--- config.mk ---
export PLATFORM = sky130hd
export DESIGN_NAME = pulse_cdc_scheduler
export DESIGN_NICKNAME = d
export VERILOG_FILES = /design/src/rtl/pulse_sched_pkg.sv /design/src/rtl/pulse_cdc_scheduler_rr_arbiter.sv /design/src/rtl/pulse_cdc_scheduler.sv
export SDC_FILE = /design/constraint.sdc
export NUM_CORES = 1
export LEC_CHECK = 0
export CAP_MARGIN = 30
export CORE_MARGIN = 5
export CORE_UTILIZATION = 29
export CTS_BUF_LIST = sky130_fd_sc_hd__clkbuf_2 sky130_fd_sc_hd__clkbuf_4 sky130_fd_sc_hd__clkbuf_8
export CTS_CLUSTER_DIAMETER = 50
export DETAILED_ROUTE_END_ITERATION = 6
export GPL_ROUTABILITY_DRIVEN = 0
export HOLD_SLACK_MARGIN = 0.03
export PLACE_DENSITY = 0.44
export SETUP_SLACK_MARGIN = 0.05
export SYNTH_ARGS = -nofsm -noshare
export SYNTH_HDL_FRONTEND = slang
export SYNTH_SLANG_ARGS = --single-unit
--- constraint.sdc ---
create_clock -name i_clk -period 3.8 [get_ports i_clk]
set_clock_uncertainty 0.2 [all_clocks]
set_input_delay 0.57 -clock i_clk [delete_from_list [all_inputs] [get_ports i_clk]]
set_output_delay 0.57 -clock i_clk [all_outputs]
set_load 0.1 [all_outputs]
--- src/rtl/pulse_sched_pkg.sv ---
// Shared types and helpers for the pulse CDC scheduler and its round-robin arbiter.
`timescale 1ns/1ps
package pulse_sched_pkg;

  typedef enum logic [1:0] {S_IDLE, S_ISSUE, S_GAP} sched_state_e;

  localparam int DEF_MIN_GAP = 15;

  // Index width that never collapses to zero bits.
  function automatic int clog2_min1(input int n);
    return (n <= 2) ? 1 : $clog2(n);
  endfunction

endpackage

--- src/rtl/pulse_cdc_scheduler_rr_arbiter.sv ---
// Round-robin arbiter: combinational search from the pointer upward with wrap, registered pointer.
`timescale 1ns/1ps
module rr_arbiter
  import pulse_sched_pkg::*;
#(
  parameter int N = 4
) (
  input  logic                       i_clk,
  input  logic                       rst,
  input  logic [N-1:0]               i_req_vec,
  input  logic                       i_adv,
  output logic [clog2_min1(N)-1:0]   o_grant_idx,
  output logic                       o_grant_vld
);

  localparam int IDW = clog2_min1(N);

  logic [IDW-1:0] ptr_reg;
  logic [IDW-1:0] ptr_next;
  logic [2*N-1:0] rot_vec;
  logic [IDW:0]   sum;

  // Rotating a doubled vector puts the pointer position at bit 0; scanning
  // from the top down lets the lowest offset win.
  always_comb begin
    rot_vec     = {i_req_vec, i_req_vec} >> ptr_reg;
    o_grant_idx = '0;
    o_grant_vld = 1'b0;
    sum         = '0;
    for (int off = N - 1; off >= 0; off--) begin
      if (rot_vec[off]) begin
        sum = {1'b0, ptr_reg} + (IDW+1)'(off);
        if (sum >= (IDW+1)'(N)) begin
          sum = sum - (IDW+1)'(N);
        end
        o_grant_idx = sum[IDW-1:0];
        o_grant_vld = 1'b1;
      end
    end
  end

  always_comb begin
    ptr_next = ptr_reg;
    if (i_adv && o_grant_vld) begin
      ptr_next = (o_grant_idx == IDW'(N - 1)) ? '0 : o_grant_idx + IDW'(1);
    end
  end

  always_ff @(posedge i_clk or posedge rst) begin
    if (rst) begin
      ptr_reg <= '0;
    end else begin
      ptr_reg <= ptr_next;
    end
  end

endmodule

--- src/rtl/pulse_cdc_scheduler.sv ---
// Shares one toggle_sync pulse channel between N requesters: per-requester saturating
// pending counters, round-robin grants, and a forced idle gap after every issued pulse.
`timescale 1ns/1ps
module pulse_cdc_scheduler
  import pulse_sched_pkg::*;
#(
  parameter int N_REQ   = 4,
  parameter int CNT_W   = 4,
  parameter int MIN_GAP = DEF_MIN_GAP
) (
  input  logic                     i_clk,
  input  logic                     rst,
  input  logic                     i_en,
  input  logic [N_REQ-1:0]         i_req,
  output logic                     o_pulse,
  output logic [$clog2(N_REQ)-1:0] o_pulse_id,
  output logic [N_REQ-1:0]         o_drop,
  output logic                     o_pend_any,
  output logic                     o_busy
);

  localparam int IDW   = clog2_min1(N_REQ);
  localparam int GAP_W = clog2_min1(MIN_GAP);

  sched_state_e   state_reg, state_next;
  logic [GAP_W-1:0] gap_reg, gap_next;
  logic           pulse_reg, pulse_next;
  logic [IDW-1:0] id_reg, id_next;
  logic           pend_reg;

  logic [N_REQ-1:0] nz_vec;
  logic [N_REQ-1:0] nz_next_vec;
  logic [IDW-1:0]   grant_idx;
  logic             grant_vld;
  logic             grant_fire;

  generate
    for (genvar gi = 0; gi < N_REQ; gi++) begin : g_cnt
      logic [CNT_W-1:0] cnt_reg, cnt_next;
      logic             drop_reg, drop_next;
      logic             inc, dec;

      assign inc = i_req[gi];
      assign dec = grant_fire && (grant_idx == IDW'(gi));

      // A request landing in the grant cycle cancels the decrement.
      always_comb begin
        cnt_next  = cnt_reg;
        drop_next = 1'b0;
        if (inc && !dec) begin
          if (cnt_reg == '1) begin
            drop_next = 1'b1;
          end else begin
            cnt_next = cnt_reg + CNT_W'(1);
          end
        end else if (dec && !inc && (cnt_reg != '0)) begin
          cnt_next = cnt_reg - CNT_W'(1);
        end
      end

      always_ff @(posedge i_clk or posedge rst) begin
        if (rst) begin
          cnt_reg  <= '0;
          drop_reg <= 1'b0;
        end else begin
          cnt_reg  <= cnt_next;
          drop_reg <= drop_next;
        end
      end

      assign nz_vec[gi]      = (cnt_reg != '0);
      assign nz_next_vec[gi] = (cnt_next != '0);
      assign o_drop[gi]      = drop_reg;
    end
  endgenerate

  rr_arbiter #(.N(N_REQ)) u_arb (
    .i_clk       (i_clk),
    .rst         (rst),
    .i_req_vec   (nz_vec),
    .i_adv       (grant_fire),
    .o_grant_idx (grant_idx),
    .o_grant_vld (grant_vld)
  );

  always_comb begin
    state_next = state_reg;
    gap_next   = gap_reg;
    pulse_next = 1'b0;
    id_next    = '0;
    grant_fire = 1'b0;
    case (state_reg)
      S_IDLE: begin
        if (i_en && grant_vld) begin
          state_next = S_ISSUE;
          grant_fire = 1'b1;
          pulse_next = 1'b1;
          id_next    = grant_idx;
        end
      end
      S_ISSUE: begin
        state_next = S_GAP;
        gap_next   = GAP_W'(MIN_GAP - 1);
      end
      S_GAP: begin
        if (gap_reg == '0) begin
          if (i_en && grant_vld) begin
            state_next = S_ISSUE;
            grant_fire = 1'b1;
            pulse_next = 1'b1;
            id_next    = grant_idx;
          end else begin
            state_next = S_IDLE;
          end
        end else begin
          gap_next = gap_reg - GAP_W'(1);
        end
      end
      default: begin
        state_next = S_IDLE;
      end
    endcase
  end

  always_ff @(posedge i_clk or posedge rst) begin
    if (rst) begin
      state_reg <= S_IDLE;
      gap_reg   <= '0;
      pulse_reg <= 1'b0;
      id_reg    <= '0;
      pend_reg  <= 1'b0;
    end else begin
      state_reg <= state_next;
      gap_reg   <= gap_next;
      pulse_reg <= pulse_next;
      id_reg    <= id_next;
      pend_reg  <= |nz_next_vec;
    end
  end

  assign o_pulse    = pulse_reg;
  assign o_pulse_id = id_reg;
  assign o_pend_any = pend_reg;
  assign o_busy     = (state_reg != S_IDLE);

endmodule

### After elaboration in Yosys (flattened, before gate mapping)

Index checks and enable logic that the tools add are counted.

| storage, ports and cells | value |
|---|---|
| flip-flop bits (word level) | 32 |
| bits of input ports | 7 |
| output and inout bits | 9 |
| logic and storage cells | 135 |

| operators by class | value |
|---|---|
| add/subtract/negate cells | 17 |
| $lt $le $gt $ge | 4 |
| eq/ne operators | 12 |
| shift operators | 1 |
| multiplexer cells | 45 |
| reduce and logical (&&, ||, !) cells | 42 |

Operator list:

| cell | number |
|---|---|
| $mux W4 | 13 |
| $reduce_bool A4 Y1 | 8 |
| $mux W2 | 13 |
| $sub A4 B1 Y4 const B | 5 |
| $logic_and A1 B1 Y1 | 18 |
| $add A4 B1 Y4 const B | 4 |
| $eq A4 B4 Y1 const B | 4 |
| $mux W1 | 15 |
| $ge A3 B3 Y1 const B | 3 |
| $logic_not A1 Y1 | 8 |
| $pmux W4 S2 | 1 |
| $shr A8 B2 Y4 | 1 |
| $sub A2 B1 Y2 const B | 4 |
| $add A2 B2 Y3 const B | 2 |
| $eq A2 B2 Y1 const B | 3 |
| $ne A2 B2 Y1 const B | 3 |
| $pmux W2 S3 | 1 |
| $eq A2 B1 Y1 const B | 2 |
| $logic_not A2 Y1 | 2 |
| $logic_not A4 Y1 | 1 |
| $pmux W2 S2 | 1 |
| $reduce_and A2 Y1 | 2 |
| $reduce_bool A2 Y1 | 2 |
| $reduce_or A4 Y1 | 1 |
| other kinds (4) | 4 |

### Depth between registers and ports, before layout

Gate-level depths: netlist of run 1.

| logic depth | value |
|---|---|
| depth after elaboration | 17 |
| depth in mapped cells | 16 |
| gate-level depth less buffers | 16 |

### Cells and area by module

Synthesis of run 1 repeated with hierarchy kept, for this count alone.

| unflattened totals | value |
|---|---|
| cell total of the unflattened synthesis | 247 |
| area total of the unflattened synthesis | 2,164.6 um^2 |

Modules (own cells, without submodules):

| module | instances | cells an instance | area each (um^2) |
|---|---|---|---|
| pulse_cdc_scheduler | 1 | 222 | 1,995.7 |
| rr_arbiter | 1 | 25 | 168.9 |

### Worst setup path before layout of run 1

OpenSTA, ideal clock, no wires.

| timing path | value |
|---|---|
| kind | reg-to-reg |
| start point | register g_cnt[2].cnt_reg[0] |
| end point | register pend_reg, in the netlist o_pend_any |
| setup time | 139 ps |
| arrival | 3,287 ps |
| data required time | 3,461 ps |
| setup slack | 174 ps |
| stages on the path, launching flop included | 14 |
| path buffers | 0 |
| period minus slack after synthesis | 3,626 ps |
| cells stage by stage | dfrtp_1 -> inv_1 -> ha_1 -> nor3b_2 -> a211o_1 -> o211a_1 -> inv_1 -> ha_1 -> nand2b_1 -> a2111oi_4 -> a22o_2 -> a21oi_2 -> or4_1 -> or4b_1 |

| on the way | value |
|---|---|
| word-level cells in the longest chain between the ends | 17 |
| elaborated cells on any way between the ends | 55 |
| classes of those cells | add/sub: 2; eq/ne: 4; shift: 1; mux: 20; reduce/logical: 28 |

Ends and longest elaborated chain:

| item | RTL line | RTL |
|---|---|---|
| from (decl) | pulse_cdc_scheduler.sv:39 | `logic [CNT_W-1:0] cnt_reg, cnt_next;` |
| from (signal assigned) | pulse_cdc_scheduler.sv:66 | `cnt_reg <= cnt_next;` |
| $reduce_bool A4 Y1 | pulse_cdc_scheduler.sv:56, pulse_cdc_scheduler.sv:71 |  |
| $shr A8 B2 Y4 | pulse_cdc_scheduler_rr_arbiter.sv:26 | `rot_vec = {i_req_vec, i_req_vec} >> ptr_reg;` |
| $mux W1 (4 in a row) | pulse_cdc_scheduler_rr_arbiter.sv:31 | `if (rot_vec[off]) begin` |
| $logic_and A1 B1 Y1 | pulse_cdc_scheduler.sv:94, pulse_cdc_scheduler.sv:107 |  |
| $mux W1 | pulse_cdc_scheduler.sv:94, pulse_cdc_scheduler.sv:107 |  |
| $mux W1 | pulse_cdc_scheduler.sv:106 | `if (gap_reg == '0) begin` |
| $pmux W1 S2 | pulse_cdc_scheduler.sv:92 | `case (state_reg)` |
| $logic_and A1 B1 Y1 | pulse_cdc_scheduler.sv:44 | `assign dec = grant_fire && (grant_idx == IDW'(gi));` |
| $logic_and A1 B1 Y1 (2 in a row) | pulse_cdc_scheduler.sv:56 | `end else if (dec && !inc && (cnt_reg != '0)) begin` |
| $mux W4 | pulse_cdc_scheduler.sv:56 |  |
| $mux W4 * | pulse_cdc_scheduler.sv:50 | `if (inc && !dec) begin` |
| named net g_cnt[2].cnt_next[2] | pulse_cdc_scheduler.sv:39 |  |
| $reduce_bool A4 Y1 * | pulse_cdc_scheduler.sv:72 | `assign nz_next_vec[gi] = (cnt_next != '0);` |
| $reduce_or A4 Y1 * | pulse_cdc_scheduler.sv:137 | `pend_reg <= \|nz_next_vec;` |
| to (signal assigned) | pulse_cdc_scheduler.sv:137 |  |
| to (decl) | pulse_cdc_scheduler.sv:29 | `logic pend_reg;` |

Mark *: on every way through the listed nets, which the timed path passes. The rest lies on a longest branch.
A chain may end at the register's enable or synchronous reset.

### Worst setup path in the final report of run 1

| timing path | value |
|---|---|
| start point | register g_cnt[1].cnt_reg[0] |
| end point | register pend_reg, in the netlist o_pend_any |

| on the way | value |
|---|---|
| word-level cells in the longest chain between the ends | 17 |
| elaborated cells on any way between the ends | 55 |
| classes of those cells | add/sub: 2; eq/ne: 4; shift: 1; mux: 20; reduce/logical: 28 |

Ends and longest elaborated chain:

| item | RTL line |
|---|---|
| from (decl) | pulse_cdc_scheduler.sv:39 |
| from (signal assigned) | pulse_cdc_scheduler.sv:66 |
| $reduce_bool A4 Y1 | pulse_cdc_scheduler.sv:56, pulse_cdc_scheduler.sv:71 |
| $shr A8 B2 Y4 | pulse_cdc_scheduler_rr_arbiter.sv:26 |
| $mux W1 (4 in a row) | pulse_cdc_scheduler_rr_arbiter.sv:31 |
| $logic_and A1 B1 Y1 | pulse_cdc_scheduler.sv:94, pulse_cdc_scheduler.sv:107 |
| $mux W1 | pulse_cdc_scheduler.sv:94, pulse_cdc_scheduler.sv:107 |
| $mux W1 | pulse_cdc_scheduler.sv:106 |
| $pmux W1 S2 | pulse_cdc_scheduler.sv:92 |
| $logic_and A1 B1 Y1 | pulse_cdc_scheduler.sv:44 |
| $logic_and A1 B1 Y1 (2 in a row) | pulse_cdc_scheduler.sv:56 |
| $mux W4 | pulse_cdc_scheduler.sv:56 |
| $mux W4 | pulse_cdc_scheduler.sv:50 |
| $reduce_bool A4 Y1 | pulse_cdc_scheduler.sv:72 |
| $reduce_or A4 Y1 * | pulse_cdc_scheduler.sv:137 |

Every way passes the cells marked *; elsewhere a longest branch is shown, timed or not.

==> results by group, run 1 <==
Place
  – Pre-CTS WS: -0.0161 ns
  – Cell area after placement: between 2000 and 3000 µm²
  – I/O Buffers: 15
  – Detailed Place HPWL: 4020 µm

Detailed routing
  – Vias per cell: 4.97
  – Remaining antenna violation count: 0
  – DR vias: 2001
  – DR iter-0 viols: 89
  – Drt total wl: between 5000 and 6000 µm
  – # DRC: 0
  – TritonRoute pass-1 iters: 4
  – Routed wire per std cell: 13.7 µm

Floorplan
  – FP Rows: 32
  – Core Footprint: approximately 7600 µm²
  – # IOs: 16
  – Die area: 9540 µm²
  – Die height: ~100 µm
  – Chip Width: just under 100 µm
  – Initial Util: 29.3%

Clock network
  – Worst-path clk slew: 0.07 ns
  – Clock sinks: 32
  – CTS tree: yes
  – H-tree Lvls: 2
  – Worst skew pair latency: 0.29 ns
  – CTS max path bufs: 2
  – Num CTS Buffers: 5
  – Clock Root Buffer: clkbuf_8

Worst setup path
  – Critical Path Most Common Cell: ha_1
  – CP bufs+invs: 2
  – Worst-path fanout max: 7
  – Critical path's top delay family: simple AND/OR/NAND/NOR gates
  – Critical path capture point type: flop
  – Crit path from: g_cnt[1].cnt_reg[0]
  – Setup Crit Path Kind: flop to flop
  – CP required: 3.76 ns
  – Crit-path cells: inv_1 > ha_1 > nor3b_4 > nand2_1 > a21oi_4 > o22ai_4 > ha_1 > nor2b_2 > buf_4 > and3b_2 > nor4b_2 > a311oi_1 > or4_1 > or4b_1
  – Largest stage delay, worst path: 0.53 ns
  – Critical-path cell with the highest stage delay: or4b_1
  – Reg2Reg Launch Point: g_cnt[1].cnt_reg[0]
  – CP Launch Type: flop
  – Crit path DAT: 3.67 ns

Final layout
  – Most common cell after layout, fill and taps aside: buf_4
  – Final nets: 320
  – Max FFs per register: 16
  – FILL cells: 795
  – Area growth, synth to finish: 31.4%
  – Fin util: 38.5%
  – N_diodes: 0
  – Multi-input logic area: approximately 1400 µm²
  – Post-route design area: just under 3000 µm²
  – Layout cells sized above 1: roughly 26%
  – Commonest cells after routing, fill and taps aside: buf_4 (37), nand2_1 (35), dfrtp_1 (32)
  – Register Area: around 800 µm²

Global routing
  – Initial antenna violation count: 0
  – Gr usage total: 12.5%
  – Largest net degree at the start of global routing: 33
  – Number of global-route vias before repair: 1918
  – First-pass GRT wire length: ~9600 µm
  – Gr ovfl total: 0

Pwr
  – Leak: around 1.3 nW
  – Max VDD drop: between 0.00015 and 0.0002 V
  – Combinational share of power: 61.2%
  – Flop pwr share: around 27%
  – Net Sw Power: 0.00109 W
  – Clock share of power: approximately an eighth
  – Overall power: 0.00232 W
  – P_int: around 0.0012 W
  – Sw frac: 47.0%
  – P per Cell Area: 794 nW/µm²

Hold path
  – Hold Path Class: flop to flop
  – Worst Hold Launch: gap_reg[0]

STA
  – Post-route setup slack: slightly above 0.09 ns
  – Tcrit/Tclk final: between 90 and 100%
  – Min Hold Slack: 0.361 ns
  – Final hold vios: 0
  – Slew @ Worst Pin: 0.972 ns
  – Max-slew violation count: 0
  – RSZ-0062 raised after global routing: true
  – Final setup viols: 0
  – Slew margin rel.: 35.0%
  – Crit path time final: 3.71 ns
  – Achievable Freq: 270 MHz

Yosys
  – Post-Syn Area per Cell: approximately 8.8 µm²
  – Synth Flop Type: dfrtp_1
  – Yosys warns: 0
  – Syn_nets: ~270
  – Asr flop ratio synth: 100%
  – Mapped Cells: 253
  – Seq/Total Area, Yosys: 35.9%
  – Seq cells post-synth: 32
  – Cell variety after synth: 57
  – Cell Area, Synth: 2230 µm²
  – EDFF count, synth: 0

Run status
  – Status: completed

Flow run
  – Max cap viols: 0
[layout make-up]
class	instances	share of cell area (%)
flip-flops and latches	32	27.4
well taps	102	4.36
clock buffers	6	2.82
inverters	23	2.95
clock inverters	2	0.342
repair buffers	51	14.3
multi-input cells	187	47.9
[through the flow]
| stage | setup TNS [ns] | std cells |
|---|---|---|
| floorplan | 0 | 253 |
| global placement | 0 | 387 |
| detailed placement | -0.0161 | 387 |
| CTS | 0 | 397 |
| global route | -0.107 | 403 |
| finish | 0 | 403 |
[power groups by stage]
stage                     clock network [W]  registers (W)  logic (W)
final                              0.000278       0.000623    0.00142
after global routing               0.000311       0.000643    0.00158
after CTS                          0.000295       0.000611    0.00134
after detailed placement                  0       0.000608    0.00131
after global placement                    0       0.000606    0.00132
after floorplan                           0       0.000694   0.000837
[worst min-delay path: cells and delay by family, from the launching register on]
family,cells,cell delay (ns)
and+or+nand+nor,1,0.06
AOI/OAI and AO/OA,1,0.07
DFF,1,0.40
[final timing paths]
path	endpoint	slack, ns	cells after the start
worst max-delay path	o_pend_any	0.09	14
max in group asynchronous	g_cnt[3].cnt_reg[2]	2.60	3
min in group asynchronous	g_cnt[0].cnt_reg[1]	0.48	3
worst min-delay path	gap_reg[0]	0.36	2
worst max register to register	o_pend_any	0.09	14
worst min register to register	gap_reg[0]	0.36	2
[synthesized netlist by cell type, types with 3 or more instances]
| library cell | count | area [µm²] |
|---|---|---|
| nand2_1 | 35 | 131 |
| dfrtp_1 | 32 | 801 |
| inv_1 | 23 | 86.3 |
| nor2_1 | 17 | 63.8 |
| ha_1 | 13 | 163 |
| nand3_1 | 9 | 45.0 |
| a21oi_1 | 8 | 40.0 |
| a31oi_1 | 8 | 50.1 |
| nand2b_1 | 8 | 50.1 |
| nand4_1 | 6 | 37.5 |
| nor3_1 | 6 | 30.0 |
| a211oi_1 | 5 | 37.5 |
| buf_4 | 5 | 37.5 |
| o21ai_0 | 5 | 25.0 |
| and3_1 | 4 | 25.0 |
| clkbuf_1 | 4 | 15.0 |
| nor3b_2 | 4 | 50.1 |
| nor4b_1 | 4 | 35.0 |
| xnor2_1 | 4 | 35.0 |
| a21oi_2 | 3 | 26.3 |
| a22oi_1 | 3 | 22.5 |
| a311oi_1 | 3 | 26.3 |
| mux2i_1 | 3 | 30.0 |
[per-layer routing]
metal,up-vias,global-route usage (%),routed length [µm]
met4,0,4.47,76
met1,969,16.6,2740
li1,1004,-,-
met3,4,2.80,147
met2,24,19.7,2560
met5,-,0,0
[repair_timing]
action                     in CTS  in global routing
setup endpoints to repair       1                  1
hold buffers                    0                  0
pin swaps                       2                 12
gates resized for setup         7                 19
setup buffers                   2                  6
[cell families after synthesis]
kind of cell / synth area share [%]
buffers and inverters: 6.96
muxes: 2.36
adders and majority gates: 7.30
DFF: 35.9
xor gates and xnor gates: 1.57
and+or+nand+nor: 26.8
AOI/OAI and AO/OA: 19.0
(Power assumes the default switching activity.)
==> run 2: changes to the inputs <==
--- a/config.mk
+++ b/config.mk
@@ -6,4 +6,5 @@
 export NUM_CORES = 1
 export LEC_CHECK = 0
+export ABC_AREA = 1
 export CAP_MARGIN = 30
 export CORE_MARGIN = 5
@@ -14,5 +15,5 @@
 export GPL_ROUTABILITY_DRIVEN = 0
 export HOLD_SLACK_MARGIN = 0.03
-export PLACE_DENSITY = 0.44
+export PLACE_DENSITY = 0.43
 export SETUP_SLACK_MARGIN = 0.05
 export SYNTH_ARGS = -nofsm -noshare
--- a/constraint.sdc
+++ b/constraint.sdc
@@ -3,3 +3,3 @@
 set_input_delay 0.57 -clock i_clk [delete_from_list [all_inputs] [get_ports i_clk]]
 set_output_delay 0.57 -clock i_clk [all_outputs]
-set_load 0.1 [all_outputs]
+set_load 0.05 [all_outputs]
==> results by group, run 2 <==
Run status
  – Status: completed

STA
  – Tcrit/Tclk final: 87.6% (-10 points)
  – RSZ-0062 raised after global routing: false
  – Slew @ Worst Pin: 0.565 ns (-0.407 ns)
  – Crit path time final: 3.33 ns (-0.381 ns)
  – Slew margin rel.: 62.3% (+27 points)
  – Achievable Freq: 301 MHz (+11%)
  – Post-route setup slack: 0.473 ns (+0.381 ns)
  – Fin Setup TNS: 0 ns (unchanged)
  – Final hold vios: 0 (unchanged)
  – Final setup viols: 0 (unchanged)
  – Max-slew violation count: 0 (unchanged)

Hold path
  – Hold Path Class: flop to flop
  – WHS Path Cells: 2 (unchanged)
  – Worst Hold Launch: gap_reg[3]
  – Hold EP: gap_reg[3]

Final layout
  – Max FFs per register: 16 (unchanged)
  – Area growth, synth to finish: 13.6%
  – Layout cells sized above 1: 16.1% (-9.5 points)
  – Final Non-Filler Cells: 463 (+15%)
  – Fin util: 33.2% (-5.3 points)
  – Final nets: 374 (+17%)
  – N_diodes: 0 (unchanged)
  – Commonest cells after routing, fill and taps aside: nand2_1 (80), inv_1 (42), dfrtp_1 (32)
  – Most common cell after layout, fill and taps aside: nand2_1

Clock network
  – Clock sinks: 32 (unchanged)
  – CTS max path bufs: 2 (unchanged)
  – Num CTS Buffers: 5 (unchanged)
  – H-tree Lvls: 2 (unchanged)
  – # hold bufs at CTS: 0 (unchanged)
  – Worst-path clk slew: 0.07 ns (about the same)
  – CTS tree: yes
  – Clock Root Buffer: clkbuf_8
  – Worst skew pair latency: 0.29 ns (about the same)

Worst setup path
  – Largest stage delay, worst path: 0.43 ns (-0.10 ns)
  – Worst-path fanout max: 6 (-1)
  – Flop2flop setup slack: 0.47 ns (+0.38 ns)
  – CP bufs+invs: 2 (unchanged)
  – CP required: 3.78 ns (+0.02 ns)
  – Critical path capture point type: flop
  – CP Launch Type: flop
  – Crit-path cells: inv_1 > ha_1 > nand3_1 > nand2_2 > a211oi_1 > o21ai_0 > nand2_1 > nor2_1 > a21oi_1 > ha_2 > nand2_1 > nand2_1 > inv_1 > o21ai_0 > nand2_2 > nor2_2 > nand2_1 > nor2_1 > nand2_1
  – Crit path DAT: 3.31 ns (-0.36 ns)
  – Critical-path cell with the highest stage delay: dfrtp_1
  – Critical path's top delay family: simple AND/OR/NAND/NOR gates
  – Reg2Reg Launch Point: g_cnt[0].cnt_reg[0]
  – Critical R2R Capture: o_pend_any
  – Setup Crit Path Kind: flop to flop
  – Critical Path Most Common Cell: nand2_1
  – R2R depth: 19 (+5)

Yosys
  – Synth Flop Type: dfrtp_1
  – Asr flop ratio synth: 100% (unchanged)
  – Seq cells post-synth: 32 (unchanged)
  – Yosys warns: 0 (unchanged)
  – Cell Area, Synth: 2510 µm² (+13%)
  – Syn_nets: 359 (+32%)
  – EDFF count, synth: 0 (unchanged)
  – Synth area leaders: dfrtp_1 (32%), nand2_1 (12%), ha_1 (6.5%)
  – Area leader, netlist: dfrtp_1
  – Post-Syn Area per Cell: 7.40 µm² (-16%)
  – Post-synth top cells: nand2_1 (80), inv_1 (42), dfrtp_1 (32)
  – Count leader, synth: nand2_1
  – Seq/Total Area, Yosys: 31.9% (-4.0 points)
  – Cell variety after synth: 26 (-54%)
  – Top-area cell type share of the netlist area: 31.9% (-4.0 points)
  – Mapped Cells: 339 (+34%)

Floorplan
  – FP Rows: 34 (+6.3%)
  – Core Footprint: 8590 µm² (+13%)
  – Die area: 10600 µm² (+11%)
  – # IOs: 16 (unchanged)
  – Die height: 103 µm (+5.5%)
  – Chip Width: 103 µm (+5.5%)
  – Initial Util: 29.2% (-0.099 points)

Place
  – Detailed Place HPWL: 4240 µm (+5.5%)
  – I/O Buffers: 15 (unchanged)
  – Inst Count DP: 455 (+18%)
  – Pre-CTS WS: 0.305 ns (+0.321 ns)

Global routing
  – Number of global-route vias before repair: 2022 (+5.4%)
  – Gr usage total: 11.1% (-1.4 points)
  – Largest net degree at the start of global routing: 33 (unchanged)
  – First-pass GRT wire length: 9320 µm (-3.1%)
  – Initial antenna violation count: 0 (unchanged)
  – Gr ovfl total: 0 (unchanged)

Detailed routing
  – Remaining antenna violation count: 0 (unchanged)
  – Drt total wl: 5510 µm (-0.29%)
  – DR iter-0 viols: 107 (+20%)
  – TritonRoute pass-1 iters: 4 (unchanged)
  – Vias per cell: 4.52 (-9.0%)
  – DR vias: 2091 (+4.5%)
  – Routed wire per std cell: 11.9 µm (-13%)
  – # DRC: 0 (unchanged)

Pwr
  – P per Cell Area: 884 nW/µm² (+11%)
  – P_int: 0.00124 W (+0.66%)
  – Clock share of power: 14.4% (+2.4 points)
  – Net Sw Power: 0.00128 W (+17%)
  – Sw frac: 50.8% (+3.8 points)
  – Max VDD drop: 0.000207 V (+11%)
  – Overall power: 0.00252 W (+8.4%)
  – Combinational share of power: 60.6% (-0.6 points)
  – Leak: 1.43 nW (+12%)
  – Flop pwr share: 25.0% (-1.8 points)

Flow run
  – Max cap viols: 0 (unchanged)
==> run 2: cell count changes after synthesis, sizes merged, moves of 5 or more <==
cell and delta:
nand2 +69, inv +23, nand3 +22, nor2 +18, xor2 +18, o21ai +12
a31oi -8, nand2b -8, nand4 +8, nor3b -5
==> run 2: how the worst max path moves through the flow <==
stage                       endpoint  depth (start not counted)  slack, ns                start
after detailed placement  o_pend_any                         18       0.31  g_cnt[1].cnt_reg[0]
after global placement    o_pend_any                         19       0.26  g_cnt[0].cnt_reg[0]
after floorplan           o_pend_any                         18       0.95  g_cnt[1].cnt_reg[0]
after CTS                 o_pend_any                         18       0.28  g_cnt[1].cnt_reg[0]
after global routing      o_pend_any                         18       0.12  g_cnt[0].cnt_reg[0]
final                     o_pend_any                         19       0.47  g_cnt[0].cnt_reg[0]
==> run 2: cell families after synthesis <==
group,count (synthesis),share of synthesized area (%)
flops,32,31.9
buf+inv,54,10.3
fa+ha+maj,13,6.48
simple gates,194,39.1
xor+xnor,18,6.28
compound gates,28,5.94
==> run 2: cell type report <==
| cell class | count | area, µm² |
|---|---|---|
| clock buffer | 7 | 96.3 |
| clock inverter | 1 | 30.0 |
| fill | 934 | 5740 |
| inverter | 46 | 175 |
| multi-input combinational | 253 | 1450 |
| sequential | 32 | 801 |
| tap | 108 | 135 |
| timing repair buffer | 16 | 158 |
==> run 2: metal layers <==
| layer | share of wire [%] | wire (µm) | global-route usage (%) | up-vias |
|---|---|---|---|---|
| met5 | 0 | 0 | 0 | - |
| met4 | 2.1 | 113 | 3.88 | 0 |
| met3 | 3.9 | 214 | 2.44 | 12 |
| met2 | 47 | 2590 | 18.1 | 41 |
| met1 | 47 | 2600 | 14.5 | 933 |
| li1 | - | - | - | 1105 |
==> run 2: timing repair <==
action | CTS | global route
endpoints found under the hold margin | 0 | 0
setup buffers | 0 | 0
setup endpoints to repair | 0 | 1
resized for setup | 0 | 3
==> run 2: through the flow <==
| step | hold slack [ns] | area, µm² |
|---|---|---|
| after floorplan | 0.252 | 2510 |
| final | 0.294 | 2850 |
| after global placement | 0.269 | 2720 |
| after CTS | 0.298 | 2840 |
| after global routing | 0.315 | 2850 |
| after detailed placement | 0.283 | 2720 |
==> run 2: power by group through the flow <==
stage	logic [W]	clock network, W	registers (W)
finish	0.00153	0.000363	0.000630
global route	0.00174	0.000389	0.000650
global placement	0.00153	0	0.000638
detailed placement	0.00152	0	0.000636
floorplan	0.00124	0	0.000621
CTS	0.00153	0.000377	0.000628
==> run 2: tightest hold or removal path, delay by kind of cell (launching register included) <==
| kind | cells | cell delay (ns) |
|---|---|---|
| DFF | 1 | 0.35 |
| and+or+nand+nor | 2 | 0.11 |
==> run 3: changes to the inputs <==
- CELL_PAD_IN_SITES_DETAIL_PLACEMENT: default -> 0
- CELL_PAD_IN_SITES_GLOBAL_PLACEMENT: default -> 1
- PLACE_DENSITY: 0.43 -> 0.56
- SETUP_SLACK_MARGIN: 0.05 -> default
- SLEW_MARGIN: default -> 10
==> results by group, run 3 (synthesis results as in run 2) <==
Worst setup path
  – CP Launch Type: flop
  – Setup Crit Path Kind: flop to flop
  – Critical-path cell with the highest stage delay: dfrtp_1
  – Largest stage delay, worst path: 0.40 ns (-0.03 ns)
  – Critical Path Most Common Cell: nand2_1
  – Crit path DAT: 3.34 ns (+0.03 ns)
  – Critical path's top delay family: simple AND/OR/NAND/NOR gates
  – Critical path capture point type: flop
  – Flop2flop setup slack: 0.43 ns (-0.04 ns)
  – Reg2Reg Launch Point: g_cnt[1].cnt_reg[0]
  – CP bufs+invs: 2 (unchanged)
  – R2R depth: 18 (-1)
  – Crit-path cells: inv_1 > ha_1 > nand3_2 > nand2_2 > nor2_1 > o21ai_0 > nand2_1 > o21ai_1 > ha_2 > nand2_1 > nand2_1 > inv_1 > o21ai_0 > nand2_2 > nor2_2 > nand2_1 > nor2_1 > nand2_1
  – CP required: 3.77 ns (about the same)
  – Critical R2R Capture: o_pend_any
  – Worst-path fanout max: 6 (unchanged)

Pwr
  – Max VDD drop: 0.000299 V (+45%)
  – Clock share of power: 11.8% (-2.6 points)
  – Sw frac: 52.2% (+1.5 points)
  – Flop pwr share: 25.4% (+0.4 points)
  – P per Cell Area: 869 nW/µm² (-1.7%)
  – Combinational share of power: 62.9% (+2.3 points)
  – P_int: 0.00117 W (-5.7%)
  – Leak: 1.42 nW (-0.75%)
  – Net Sw Power: 0.00128 W (about the same)

Final layout
  – Max FFs per register: 16 (unchanged)
  – Layout cells sized above 1: 15.8% (-0.28 points)
  – FILL cells: 941 (+0.75%)
  – Commonest cells after routing, fill and taps aside: nand2_1 (80), inv_1 (42), dfrtp_1 (32)
  – Final nets: 374 (unchanged)
  – Most common cell after layout, fill and taps aside: nand2_1
  – N_diodes: 0 (unchanged)
  – Area growth, synth to finish: 12.3%

Floorplan
  – Die area: 10600 µm² (unchanged)
  – # IOs: 16 (unchanged)
  – Die height: 103 µm (unchanged)
  – Core Footprint: 8590 µm² (unchanged)
  – FP Rows: 34 (unchanged)
  – Chip Width: 103 µm (unchanged)
  – Initial Util: 29.2% (unchanged)

Place
  – Detailed Place HPWL: 4280 µm (+0.80%)
  – I/O Buffers: 15 (unchanged)
  – Pre-CTS WS: 0.295 ns (-0.0106 ns)

Flow run
  – Max cap viols: 0 (unchanged)

Clock network
  – Worst skew pair latency: 0.28 ns (about the same)
  – Clock Root Buffer: clkbuf_8
  – Worst-path clk slew: 0.07 ns (about the same)
  – Setup bufs post-CTS: 0 (unchanged)
  – Num CTS Buffers: 5 (unchanged)
  – H-tree Lvls: 2 (unchanged)
  – # hold bufs at CTS: 0 (unchanged)
  – CTS max path bufs: 2 (unchanged)
  – CTS tree: yes
  – Post-CTS Resized: 0 (unchanged)
  – Clock sinks: 32 (unchanged)

Global routing
  – First-pass GRT wire length: 9600 µm (+3.0%)
  – Met2 usage: 17.9% (-0.20 points)
  – Met3 GRT Util: 2.84% (+0.41 points)
  – Met1 Track Usage GR: 15.2% (+0.71 points)
  – Gr ovfl total: 0 (unchanged)
  – Largest net degree at the start of global routing: 33 (unchanged)
  – Number of global-route vias before repair: 2070 (+2.4%)
  – Gr usage total: 11.4% (+0.27 points)
  – Initial antenna violation count: 0 (unchanged)
  – Most Crowded Layer GR: met2

STA
  – Tcrit/Tclk final: 88.6% (+1.1 points)
  – RSZ-0062 raised after global routing: false
  – Achievable Freq: 297 MHz (-1.2%)
  – Slew margin rel.: 63.0% (+0.77 points)
  – Fin Setup TNS: 0 ns (unchanged)
  – Final setup viols: 0 (unchanged)
  – Max-slew violation count: 0 (unchanged)
  – Final hold vios: 0 (unchanged)
  – Min Hold Slack: 0.297 ns (+0.00282 ns)
  – Crit path time final: 3.37 ns (+0.0401 ns)
  – Slew @ Worst Pin: 0.553 ns (-0.0115 ns)
  – Post-route setup slack: 0.433 ns (-0.0401 ns)

Detailed routing
  – TritonRoute pass-1 iters: 4 (unchanged)
  – DR iter-0 viols: 70 (-35%)
  – # DRC: 0 (unchanged)
  – Drt total wl: 5490 µm (-0.38%)
  – Remaining antenna violation count: 0 (unchanged)
  – Routed wire per std cell: 11.9 µm (-0.38%)
  – Vias per cell: 4.56 (+0.91%)
  – DR vias: 2110 (+0.91%)

Hold path
  – Worst Hold Launch: gap_reg[3]
  – Hold Path Class: flop to flop
  – Hold EP: gap_reg[3]
  – WHS Path Cells: 2 (unchanged)

Run status
  – Status: completed
run 3: changes by cell type in the layout (fill, tap and decap cells not counted):
| cell | before | now |
|---|---|---|
| clkbuf_4 | 0 | 2 |
| clkbuf_8 | 7 | 6 |
| ha_2 | 2 | 1 |
| bufinv_16 | 1 | 0 |
| ha_1 | 11 | 12 |
run 3: through the flow:
step / area (µm²) / utilization, % / cells / power [W]
5_1_grt: 2820 / 32.8 / 463 / 0.00272
6_report: 2820 / 32.8 / 463 / 0.00245
3_5_place_dp: 2720 / 31.6 / 455 / 0.00216
3_3_place_gp: 2720 / 31.6 / 455 / 0.00219
2_1_floorplan: 2510 / - / 339 / 0.00186
4_1_cts: 2820 / 32.8 / 463 / 0.00247
run 3: worst max path at each step:
stage / from / end / cells after the start
after detailed placement: g_cnt[1].cnt_reg[0] / o_pend_any / 18
after global routing: g_cnt[1].cnt_reg[0] / o_pend_any / 18
after floorplan: g_cnt[1].cnt_reg[0] / o_pend_any / 18
final: g_cnt[1].cnt_reg[0] / o_pend_any / 18
after CTS: g_cnt[1].cnt_reg[0] / o_pend_any / 18
after global placement: g_cnt[1].cnt_reg[0] / o_pend_any / 18
run 3: power by group through the flow:
stage	Clock [W]	Combinational, W	Sequential, W
floorplan	0	0.00124	0.000621
global placement	0	0.00155	0.000637
detailed placement	0	0.00153	0.000631
CTS	0.000305	0.00154	0.000624
global route	0.000316	0.00176	0.000646
finish	0.000288	0.00154	0.000621
run 3: metal layers:
metal | vias up | part of all wire, %
met5 | - | 0
met2 | 51 | 44
li1 | 1116 | -
met4 | 0 | 1.4
met3 | 9 | 4.6
met1 | 934 | 50
run 3: worst register-to-register path: cells and delay by family, from the launching register on:
family / cells / cell delay (ns)
AOI/OAI and AO/OA: 3 / 0.60
adders and majority gates: 2 / 0.65
buffers and inverters: 2 / 0.29
DFF: 1 / 0.40
and+or+nand+nor: 11 / 1.14
run 3: cell type report:
class | instances | area (µm²) | share of cell area (%)
Multi-Input combinational cell | 253 | 1450 | 51.5
Sequential cell | 32 | 801 | 28.4
Inverter | 46 | 175 | 6.22
Timing Repair Buffer | 16 | 158 | 5.60
Tap cell | 108 | 135 | 4.80
Clock buffer | 8 | 97.6 | 3.46
